File: config.mk
export PLATFORM = sky130hd
export DESIGN_NAME = core8_seq_flat
export DESIGN_NICKNAME = d
export VERILOG_FILES = /design/src/rtl/core8_pkg.sv /design/src/rtl/core8_seq_if.sv /design/src/rtl/core8_dec.sv /design/src/rtl/core8_seq.sv /design/src/flat_wrapper.sv
export SDC_FILE = /design/constraint.sdc
export NUM_CORES = 1
export LEC_CHECK = 0
export ABC_AREA = 1
export BUFFER_PORTS_ARGS = -buffer_cell sky130_fd_sc_hd__buf_2
export CORE_MARGIN = 3
export CORE_UTILIZATION = 50
export CTS_CLUSTER_DIAMETER = 50
export DETAILED_ROUTE_END_ITERATION = 10
export PLACE_DENSITY = 0.8
export SLEW_MARGIN = 20
export SYNTH_ARGS = -nofsm -noshare
export SYNTH_HDL_FRONTEND = slang
export SYNTH_HIERARCHICAL = 1
export SYNTH_SLANG_ARGS = --single-unit
File: constraint.sdc
create_clock -name clk -period 1.9 [get_ports clk]
set_input_delay 0 -clock clk [delete_from_list [all_inputs] [get_ports clk]]
set_output_delay 0 -clock clk [all_outputs]
set_load 0.03 [all_outputs]
File: src/rtl/core8_pkg.sv
// -----------------------------------------------------------------------------
// core8_pkg
// Shared definitions for the core8 sequencer:
//   - state_t     : sequencer state encoding (FETCH/DECODE/EXEC)
//   - OPC_*       : 6-bit opcodes found in ir[15:10]
//   - OP_*        : 4-bit ALU8 opcodes driven on the alu line
//   - ctrl_t      : decoded control word held between DECODE and EXEC
//   - mkCtrl      : helper that builds a legal control word
// No ports (package).
// -----------------------------------------------------------------------------
package core8_pkg;

  typedef enum logic [1:0] {
    ST_FETCH  = 2'b00,
    ST_DECODE = 2'b01,
    ST_EXEC   = 2'b10
  } state_t;

  // Opcodes in ir[15:10]
  localparam logic [5:0] OPC_NOP = 6'b000000;
  localparam logic [5:0] OPC_CLC = 6'b000001;
  localparam logic [5:0] OPC_ADD = 6'b000011;
  localparam logic [5:0] OPC_CP  = 6'b000101;
  localparam logic [5:0] OPC_SUB = 6'b000110;
  localparam logic [5:0] OPC_ADC = 6'b000111;
  localparam logic [5:0] OPC_AND = 6'b001000;
  localparam logic [5:0] OPC_INC = 6'b001001;
  localparam logic [5:0] OPC_EOR = 6'b001010;
  localparam logic [5:0] OPC_OR  = 6'b001011;
  localparam logic [5:0] OPC_DEC = 6'b001100;

  // ALU8 operation codes
  localparam logic [3:0] OP_A    = 4'b1000;
  localparam logic [3:0] OP_INC  = 4'b1001;
  localparam logic [3:0] OP_DEC  = 4'b1010;
  localparam logic [3:0] OP_ADD  = 4'b1100;
  localparam logic [3:0] OP_ADC1 = 4'b1101;
  localparam logic [3:0] OP_SUB  = 4'b1111;
  localparam logic [3:0] OP_AND  = 4'b0000;
  localparam logic [3:0] OP_EOR  = 4'b0010;
  localparam logic [3:0] OP_OR   = 4'b0100;

  // SREG clear masks (a 0 bit clears that flag)
  localparam logic [3:0] CLRF_NONE  = 4'b1111;
  localparam logic [3:0] CLRF_CARRY = 4'b1110;

  // useCarry marks ADC: the final ALU code is picked in EXEC from the live
  // carry flag, so the word only stores the carry-less base operation.
  typedef struct packed {
    logic [3:0] alu;
    logic       twoOp;
    logic       wr;
    logic       flagUpd;
    logic       useCarry;
    logic [3:0] clrf;
    logic       legal;
  } ctrl_t;

  localparam ctrl_t CTRL_ILLEGAL = '{OP_A, 1'b0, 1'b0, 1'b0, 1'b0, CLRF_NONE, 1'b0};

  function automatic ctrl_t mkCtrl(input logic [3:0] alu,
                                   input logic       twoOp,
                                   input logic       wr,
                                   input logic       flagUpd,
                                   input logic       useCarry,
                                   input logic [3:0] clrf);
    ctrl_t c;
    c.alu      = alu;
    c.twoOp    = twoOp;
    c.wr       = wr;
    c.flagUpd  = flagUpd;
    c.useCarry = useCarry;
    c.clrf     = clrf;
    c.legal    = 1'b1;
    return c;
  endfunction

endpackage

File: src/rtl/core8_seq_if.sv
// -----------------------------------------------------------------------------
// core8_seq_if
// Bundles the sequencer's instruction-source handshake and datapath control
// lines.
//   master : the sequencer (drives fetch_req and all datapath controls,
//            receives run, fetch_ack, ir and flg)
//   slave  : instruction source + datapath side
// Parameter CNT_W : width of the retired-instruction counter icount.
// -----------------------------------------------------------------------------
interface core8_seq_if #(parameter int CNT_W = 16);

  logic             run;
  logic             fetch_ack;
  logic [15:0]      ir;
  logic [3:0]       flg;
  logic             fetch_req;
  logic             irie;
  logic             raoe;
  logic             rboe;
  logic [3:0]       rb;
  logic             sel;
  logic             sie;
  logic [3:0]       alu;
  logic [3:0]       clrf;
  logic             retire;
  logic             illegal;
  logic [1:0]       state;
  logic [CNT_W-1:0] icount;

  modport master (
    input  run, fetch_ack, ir, flg,
    output fetch_req, irie, raoe, rboe, rb, sel, sie, alu, clrf,
           retire, illegal, state, icount
  );

  modport slave (
    output run, fetch_ack, ir, flg,
    input  fetch_req, irie, raoe, rboe, rb, sel, sie, alu, clrf,
           retire, illegal, state, icount
  );

endinterface

File: src/rtl/core8_dec.sv
// -----------------------------------------------------------------------------
// core8_dec
// Purely combinational opcode decoder: maps ir[15:10] to a control word.
// Ports:
//   i_opcode [5:0] : ir[15:10]
//   o_ctrl         : decoded control word (ctrl_t); legal=0 for any opcode
//                    outside the map, which includes every word with ir[14]=1
// -----------------------------------------------------------------------------
module core8_dec
  import core8_pkg::*;
(
  input  logic [5:0] i_opcode,
  output ctrl_t      o_ctrl
);

  always_comb begin
    o_ctrl = CTRL_ILLEGAL;
    case (i_opcode)
      //                      alu     2op   wr    flg   adc   clrf
      OPC_NOP: o_ctrl = mkCtrl(OP_A,   1'b0, 1'b0, 1'b0, 1'b0, CLRF_NONE);
      OPC_ADD: o_ctrl = mkCtrl(OP_ADD, 1'b1, 1'b1, 1'b1, 1'b0, CLRF_NONE);
      OPC_ADC: o_ctrl = mkCtrl(OP_ADD, 1'b1, 1'b1, 1'b1, 1'b1, CLRF_NONE);
      OPC_SUB: o_ctrl = mkCtrl(OP_SUB, 1'b1, 1'b1, 1'b1, 1'b0, CLRF_NONE);
      OPC_CP:  o_ctrl = mkCtrl(OP_SUB, 1'b1, 1'b0, 1'b1, 1'b0, CLRF_NONE);
      OPC_AND: o_ctrl = mkCtrl(OP_AND, 1'b1, 1'b1, 1'b1, 1'b0, CLRF_NONE);
      OPC_EOR: o_ctrl = mkCtrl(OP_EOR, 1'b1, 1'b1, 1'b1, 1'b0, CLRF_NONE);
      OPC_OR:  o_ctrl = mkCtrl(OP_OR,  1'b1, 1'b1, 1'b1, 1'b0, CLRF_NONE);
      OPC_INC: o_ctrl = mkCtrl(OP_INC, 1'b0, 1'b1, 1'b1, 1'b0, CLRF_NONE);
      OPC_DEC: o_ctrl = mkCtrl(OP_DEC, 1'b0, 1'b1, 1'b1, 1'b0, CLRF_NONE);
      OPC_CLC: o_ctrl = mkCtrl(OP_A,   1'b0, 1'b0, 1'b0, 1'b0, CLRF_CARRY);
      default: o_ctrl = CTRL_ILLEGAL;
    endcase
  end

endmodule

File: src/rtl/core8_seq.sv
// -----------------------------------------------------------------------------
// core8_seq
// Multi-cycle FETCH -> DECODE -> EXEC sequencer for the 8-bit core datapath.
// Fetches through a run/fetch_req/fetch_ack handshake, registers the decoded
// control word in DECODE, drives GPR/ALU/SREG controls in EXEC and counts
// retired instructions.
// Parameter CNT_W : width of icount (wraps at 2^CNT_W).
// Ports:
//   clk : clock, rising edge
//   rst : asynchronous, active-high reset
//   bus : core8_seq_if.master
//         in : run, fetch_ack, ir[15:0], flg[3:0] (flg[0] = carry)
//         out: fetch_req, irie, raoe, rboe, rb[3:0], sel, sie, alu[3:0],
//              clrf[3:0], retire, illegal, state[1:0], icount[CNT_W-1:0]
// -----------------------------------------------------------------------------
module core8_seq
  import core8_pkg::*;
#(
  parameter int CNT_W = 16
) (
  input  logic         clk,
  input  logic         rst,
  core8_seq_if.master  bus
);

  state_t           r_state;
  ctrl_t            r_ctrl;
  logic [CNT_W-1:0] r_icount;
  ctrl_t            w_decCtrl;

  // The register selects in ir[9:4] belong to the datapath and only flg[0]
  // influences sequencing.
  logic w_unusedBits;
  assign w_unusedBits = ^{bus.ir[9:4], bus.flg[3:1]};

  core8_dec u_dec (
    .i_opcode (bus.ir[15:10]),
    .o_ctrl   (w_decCtrl)
  );

  // State, control word and retire counter. The control word is captured in
  // DECODE, when IR already holds the fetched instruction.
  always_ff @(posedge clk or posedge rst) begin
    if (rst) begin
      r_state  <= ST_FETCH;
      r_ctrl   <= '0;
      r_icount <= '0;
    end else begin
      case (r_state)
        ST_FETCH: begin
          if (bus.fetch_ack && bus.run) r_state <= ST_DECODE;
        end
        ST_DECODE: begin
          r_ctrl  <= w_decCtrl;
          r_state <= ST_EXEC;
        end
        ST_EXEC: begin
          if (r_ctrl.legal) r_icount <= r_icount + 1'b1;
          r_state <= ST_FETCH;
        end
        default: r_state <= ST_FETCH;
      endcase
    end
  end

  // Control lines decode from registered state and control word only, so an
  // asynchronous reset drops sel/sie before the next edge. fetch_req/irie
  // follow run and fetch_ack combinationally so IR loads on the ack edge;
  // the ADC carry choice uses flg[0] as it stands during EXEC.
  always_comb begin
    bus.fetch_req = 1'b0;
    bus.irie      = 1'b0;
    bus.raoe      = 1'b0;
    bus.rboe      = 1'b0;
    bus.rb        = 4'd0;
    bus.sel       = 1'b0;
    bus.sie       = 1'b0;
    bus.alu       = OP_A;
    bus.clrf      = CLRF_NONE;
    bus.retire    = 1'b0;
    bus.illegal   = 1'b0;
    case (r_state)
      ST_FETCH: begin
        bus.fetch_req = bus.run;
        bus.irie      = bus.fetch_ack & bus.run;
      end
      ST_EXEC: begin
        bus.raoe = 1'b1;
        if (r_ctrl.twoOp) begin
          bus.rboe = 1'b1;
          bus.rb   = bus.ir[3:0];
        end
        bus.alu     = (r_ctrl.useCarry && bus.flg[0]) ? OP_ADC1 : r_ctrl.alu;
        bus.sel     = r_ctrl.wr;
        bus.sie     = r_ctrl.flagUpd;
        bus.clrf    = r_ctrl.clrf;
        bus.retire  = r_ctrl.legal;
        bus.illegal = ~r_ctrl.legal;
      end
      default: ;
    endcase
  end

  assign bus.state  = r_state;
  assign bus.icount = r_icount;

endmodule

File: src/flat_wrapper.sv
// flat-port wrapper written by rule: the top's interface ports become plain ports
module core8_seq_flat import core8_pkg::*;
#(
  parameter int CNT_W = 16
)
  (clk, rst, bus_run, bus_fetch_ack, bus_ir, bus_flg, bus_fetch_req, bus_irie, bus_raoe, bus_rboe, bus_rb, bus_sel, bus_sie, bus_alu, bus_clrf, bus_retire, bus_illegal, bus_state, bus_icount);
  core8_seq_if #(.CNT_W(CNT_W)) bus_i ();
  input  logic clk;
  input  logic rst;
  input wire logic [$bits(bus_i.run)-1:0] bus_run;
  input wire logic [$bits(bus_i.fetch_ack)-1:0] bus_fetch_ack;
  input wire logic [$bits(bus_i.ir)-1:0] bus_ir;
  input wire logic [$bits(bus_i.flg)-1:0] bus_flg;
  output wire logic [$bits(bus_i.fetch_req)-1:0] bus_fetch_req;
  output wire logic [$bits(bus_i.irie)-1:0] bus_irie;
  output wire logic [$bits(bus_i.raoe)-1:0] bus_raoe;
  output wire logic [$bits(bus_i.rboe)-1:0] bus_rboe;
  output wire logic [$bits(bus_i.rb)-1:0] bus_rb;
  output wire logic [$bits(bus_i.sel)-1:0] bus_sel;
  output wire logic [$bits(bus_i.sie)-1:0] bus_sie;
  output wire logic [$bits(bus_i.alu)-1:0] bus_alu;
  output wire logic [$bits(bus_i.clrf)-1:0] bus_clrf;
  output wire logic [$bits(bus_i.retire)-1:0] bus_retire;
  output wire logic [$bits(bus_i.illegal)-1:0] bus_illegal;
  output wire logic [$bits(bus_i.state)-1:0] bus_state;
  output wire logic [$bits(bus_i.icount)-1:0] bus_icount;
  assign bus_i.run = bus_run;
  assign bus_i.fetch_ack = bus_fetch_ack;
  assign bus_i.ir = bus_ir;
  assign bus_i.flg = bus_flg;
  assign bus_fetch_req = bus_i.fetch_req;
  assign bus_irie = bus_i.irie;
  assign bus_raoe = bus_i.raoe;
  assign bus_rboe = bus_i.rboe;
  assign bus_rb = bus_i.rb;
  assign bus_sel = bus_i.sel;
  assign bus_sie = bus_i.sie;
  assign bus_alu = bus_i.alu;
  assign bus_clrf = bus_i.clrf;
  assign bus_retire = bus_i.retire;
  assign bus_illegal = bus_i.illegal;
  assign bus_state = bus_i.state;
  assign bus_icount = bus_i.icount;
  core8_seq #(.CNT_W(CNT_W)) u_core (.clk(clk), .rst(rst), .bus(bus_i));
endmodule
==> impl_metrics.env <==
export IMPL_route_final_wire_length_um=3800
export IMPL_synth_seq_cells=31
export IMPL_hold_violation_total_from_the_final_report=0
export IMPL_design_final_nets=319
export IMPL_min_to="u_core/r_ctrl[5]$_DFFE_PP0N_"
export IMPL_synth_adder_area_share=0.0416
export IMPL_post_synth_num_cell_types=29
export IMPL_cts_htree_levels=2
export IMPL_syn_inst=230
export IMPL_critical_path_buffer_and_inverter_count=3
export IMPL_worstReg2RegStart="u_core/bus.icount[0]$_DFFE_PP0P_"
export IMPL_crit_type="reg -> out"
export IMPL_dp_final_hpwl_um=3010
export IMPL_timing_max_transition_violations_final=0
export IMPL_synth_yosys_warnings=6
export IMPL_ant_nets=0
export IMPL_r2r_setup_slk_ns=0.51
export IMPL_status="complete, no violations"
export IMPL_final_fill_count=309
export IMPL_drt_vias_per_instance=4.81
export IMPL_finalWeightedCongestion=0.845
export IMPL_layout_worst_path_cycle_share=0.906
export IMPL_tritoncts_num_buffers=5
export IMPL_critical_path_startpoint_type="register"
export IMPL_cp_cell_sequence="inv_1 > nor2_4 > inv_1 > or2_2 > buf_2"
export IMPL_timing_critical_path_max_delay_family="buffers and inverters"
export IMPL_timing_final_crit_period_ns=1.72
export IMPL_maxCapViolCount=0
export IMPL_via_count=1615
export IMPL_pre_cts_slack_ns=0.540
export IMPL_clk_root_buffer_cell="sky130_fd_sc_hd__clkbuf_4"
export IMPL_final_setup_viol_count=0
export IMPL_worstPathArrival_ns=1.72
export IMPL_compound_gate_fraction_of_synth_area=0.0361
export IMPL_setup_buffers_after_cts=0
export IMPL_finish_utilization=0.642
export IMPL_main_combinational_cell_family_by_area_after_synthesis="simple AND/OR/NAND/NOR gates"
export IMPL_firstDrtPassIters=5
export IMPL_post_synth_xor_area_fraction=0.0534
export IMPL_hold_depth=4
export IMPL_cellPowerDensity_nw_per_um2=729
export IMPL_number_of_antenna_violations_at_the_first_check_in_global_routing=0
export IMPL_share_of_synthesized_area_occupied_by_flip_flops_and_latches=0.430
export IMPL_fin_worst_skew_ns=0.00954
export IMPL_worstSetupEndpointType="output port"
export IMPL_first_global_vias=1585
export IMPL_setup_repair_after_global_routing_missed_its_margin="false"
export IMPL_max_freq_mhz=581
export IMPL_post_drt_wl_per_cell_um=11.3
export IMPL_hold_path_startpoint="bus_ir[13]"
export IMPL_floorplan_rows=21
export IMPL_worstSetupPathDepth=5
export IMPL_remaining_drc_errors=0
export IMPL_clk_insertion_delay_late_ns=0.34
export IMPL_port_buffers=52
export IMPL_initial_core_utilization=0.528
export IMPL_timing_critical_path_slowest_stage_cell="sky130_fd_sc_hd__dfrtp_1"
export IMPL_ios=62
export IMPL_cts_tree="yes"
export IMPL_data_required_time_of_the_critical_path_ns=1.90
export IMPL_cp_common_cell="sky130_fd_sc_hd__inv_1"
export IMPL_synthesis_area_sq_um=1800
export IMPL_grt_start_max_net_pins=32
export IMPL_peakVddDrop_v=0.000361
export IMPL_final_setup_tns_ns=0
export IMPL_die_w_um=66.1
export IMPL_antenna_diode_count=0
export IMPL_post_route_cells_drive_above_1_share=0.279
export IMPL_synthMuxAreaShare=0
export IMPL_gr_total_overflow=0
export IMPL_worstPathMaxFanout=14
export IMPL_wire_length_of_the_first_global_routing_pass_um=6570
export IMPL_floorplan_core_area_sq_um=3420
export IMPL_fp_dieH_um=66.1
export IMPL_crit_reg2reg_capture="u_core/bus.icount[10]$_DFFE_PP0P_"
export IMPL_clk_pin_slew_worst_paths_ns=0.10
export IMPL_worst_path_largest_cell_delay_ns=0.43
export IMPL_global_route_usage_total=0.197
export IMPL_cts_root_to_sink_buffers=2
export IMPL_detailedRoute_firstIterationViolations=97
export IMPL_worstHoldPathType="in -> reg"
export IMPL_numClockSinks=31
export IMPL_synth_simple_gate_area_share=0.348
export IMPL_r2r_worst_path_cells=5
export IMPL_power_leakage_uw=0.00120
export IMPL_postLayoutSetupSlackWorst_ns=0.178
export IMPL_post_synth_cell_area_avg_sq_um=7.84
export IMPL_die_area_sq_um=4360
export IMPL_area_delta_synth_final_pct=21.7
==> tightest hold or removal path, cell delays in order <==
cell	delay [ns]
sky130_fd_sc_hd__buf_2	0.18
sky130_fd_sc_hd__nor4_2	0.07
sky130_fd_sc_hd__nand2_1	0.05
sky130_fd_sc_hd__nand2_1	0.05
==> report_power, final <==
group	switching, uW	leakage (uW)	total [uW]	internal (uW)
registers	64.3	0.000415	796	732
logic	239	0.000750	356	117
clock network	232	0.0000375	448	216
total	536	0.00120	1600	1060
==> routing by layer <==
metal / GRT usage / vias up / part of all wire
li1: - / 832 / -
met1: 0.221 / 726 / 0.41
met2: 0.350 / 46 / 0.51
met3: 0.0510 / 11 / 0.052
met4: 0.0863 / 0 / 0.022
met5: 0 / - / 0
==> logic make-up after synthesis <==
group	count (synthesis)
DFF	31
xor gates and xnor gates	11
other	1
adders and majority gates	6
buffers and inverters	36
AOI/OAI and AO/OA	11
and+or+nand+nor	134
==> cells in the mapped netlist, drive strengths merged <==
cell	n	share of area
and2	1	0.0035
ha	6	0.042
conb	1	0.0021
xor2	4	0.019
nor4	1	0.0069
nand2	70	0.15
o21ai	7	0.024
nand3	16	0.057
dfrtp	31	0.43
buf	7	0.028
inv	29	0.060
nor2	34	0.090
nor3	5	0.017
or2	3	0.010
a21oi	3	0.0083
o211ai	1	0.0042
xnor2	7	0.034
nand4	4	0.014
==> cell type report <==
class	instances	area, sq um	share of cell area
Sequential cell	31	776	0.353
Inverter	29	109	0.0496
Tap cell	46	57.6	0.0262
Multi-Input combinational cell	165	875	0.399
Clock inverter	1	7.51	0.00342
Timing Repair Buffer	57	305	0.139
Clock buffer	7	65.1	0.0296
==> sequential cells by signal, indices dropped and copies added, names as in the netlist <==
register / cells
u_core/bus.state: 2
u_core/r_ctrl: 13
u_core/bus.icount: 16
==> through the flow <==
step	power, uW	cells	instance area (sq um)	hold slack, ns
3_3_place_gp	1150	325	2090	0.0934
5_1_grt	1690	336	2190	0.0754
2_1_floorplan	1060	232	1810	0.104
3_5_place_dp	1160	325	2090	0.120
4_1_cts	1620	336	2190	0.0229
6_report	1600	336	2190	0.0432
==> placed cells by master (no fill, tap or decap) <==
cell / instances
sky130_fd_sc_hd__nand2_1: 69
sky130_fd_sc_hd__buf_2: 52
sky130_fd_sc_hd__dfrtp_1: 31
sky130_fd_sc_hd__nor2_1: 30
sky130_fd_sc_hd__inv_1: 25
sky130_fd_sc_hd__nand3_1: 13
sky130_fd_sc_hd__xnor2_1: 7
sky130_fd_sc_hd__ha_1: 6
sky130_fd_sc_hd__clkbuf_4: 5
sky130_fd_sc_hd__o21ai_0: 5
sky130_fd_sc_hd__inv_2: 4
sky130_fd_sc_hd__xor2_1: 4
sky130_fd_sc_hd__nor3_1: 4
sky130_fd_sc_hd__nand4_1: 4
sky130_fd_sc_hd__dlygate4sd3_1: 3
sky130_fd_sc_hd__or2_2: 3
sky130_fd_sc_hd__a21oi_1: 3
sky130_fd_sc_hd__conb_1: 3
sky130_fd_sc_hd__clkbuf_8: 2
sky130_fd_sc_hd__nor2_4: 2
sky130_fd_sc_hd__nand3_2: 2
sky130_fd_sc_hd__buf_4: 2
sky130_fd_sc_hd__o21ai_2: 2
sky130_fd_sc_hd__clkinvlp_4: 1
sky130_fd_sc_hd__nand3_4: 1
sky130_fd_sc_hd__nor2_8: 1
sky130_fd_sc_hd__nor3_2: 1
sky130_fd_sc_hd__and2_1: 1
sky130_fd_sc_hd__nand2_4: 1
sky130_fd_sc_hd__nor2_2: 1
sky130_fd_sc_hd__o211ai_1: 1
sky130_fd_sc_hd__nor4_2: 1
==> how the worst max path moves through the flow <==
| stage | startpoint | end | slack [ns] |
|---|---|---|---|
| after floorplan | u_core/bus.state[1]$_DFFE_PP0P_ | bus_alu[2] | 0.27 |
| after global placement | u_core/bus.state[1]$_DFFE_PP0P_ | bus_clrf[1] | 0.58 |
| after detailed placement | u_core/bus.icount[0]$_DFFE_PP0P_ | u_core/bus.icount[10]$_DFFE_PP0P_ | 0.54 |
| after CTS | u_core/bus.state[1]$_DFFE_PP0P_ | bus_clrf[2] | 0.15 |
| after global routing | u_core/bus.state[1]$_DFFE_PP0P_ | bus_clrf[1] | 0.08 |
| final | u_core/bus.state[1]$_DFFE_PP0P_ | bus_clrf[2] | 0.18 |
==> repair_timing <==
item                      in CTS  in global routing
hold endpoints to repair      32                  0
gates resized for setup        0                  0
hold buffers                   3                  0
Note: power is estimated with default switching activity, not from simulation.
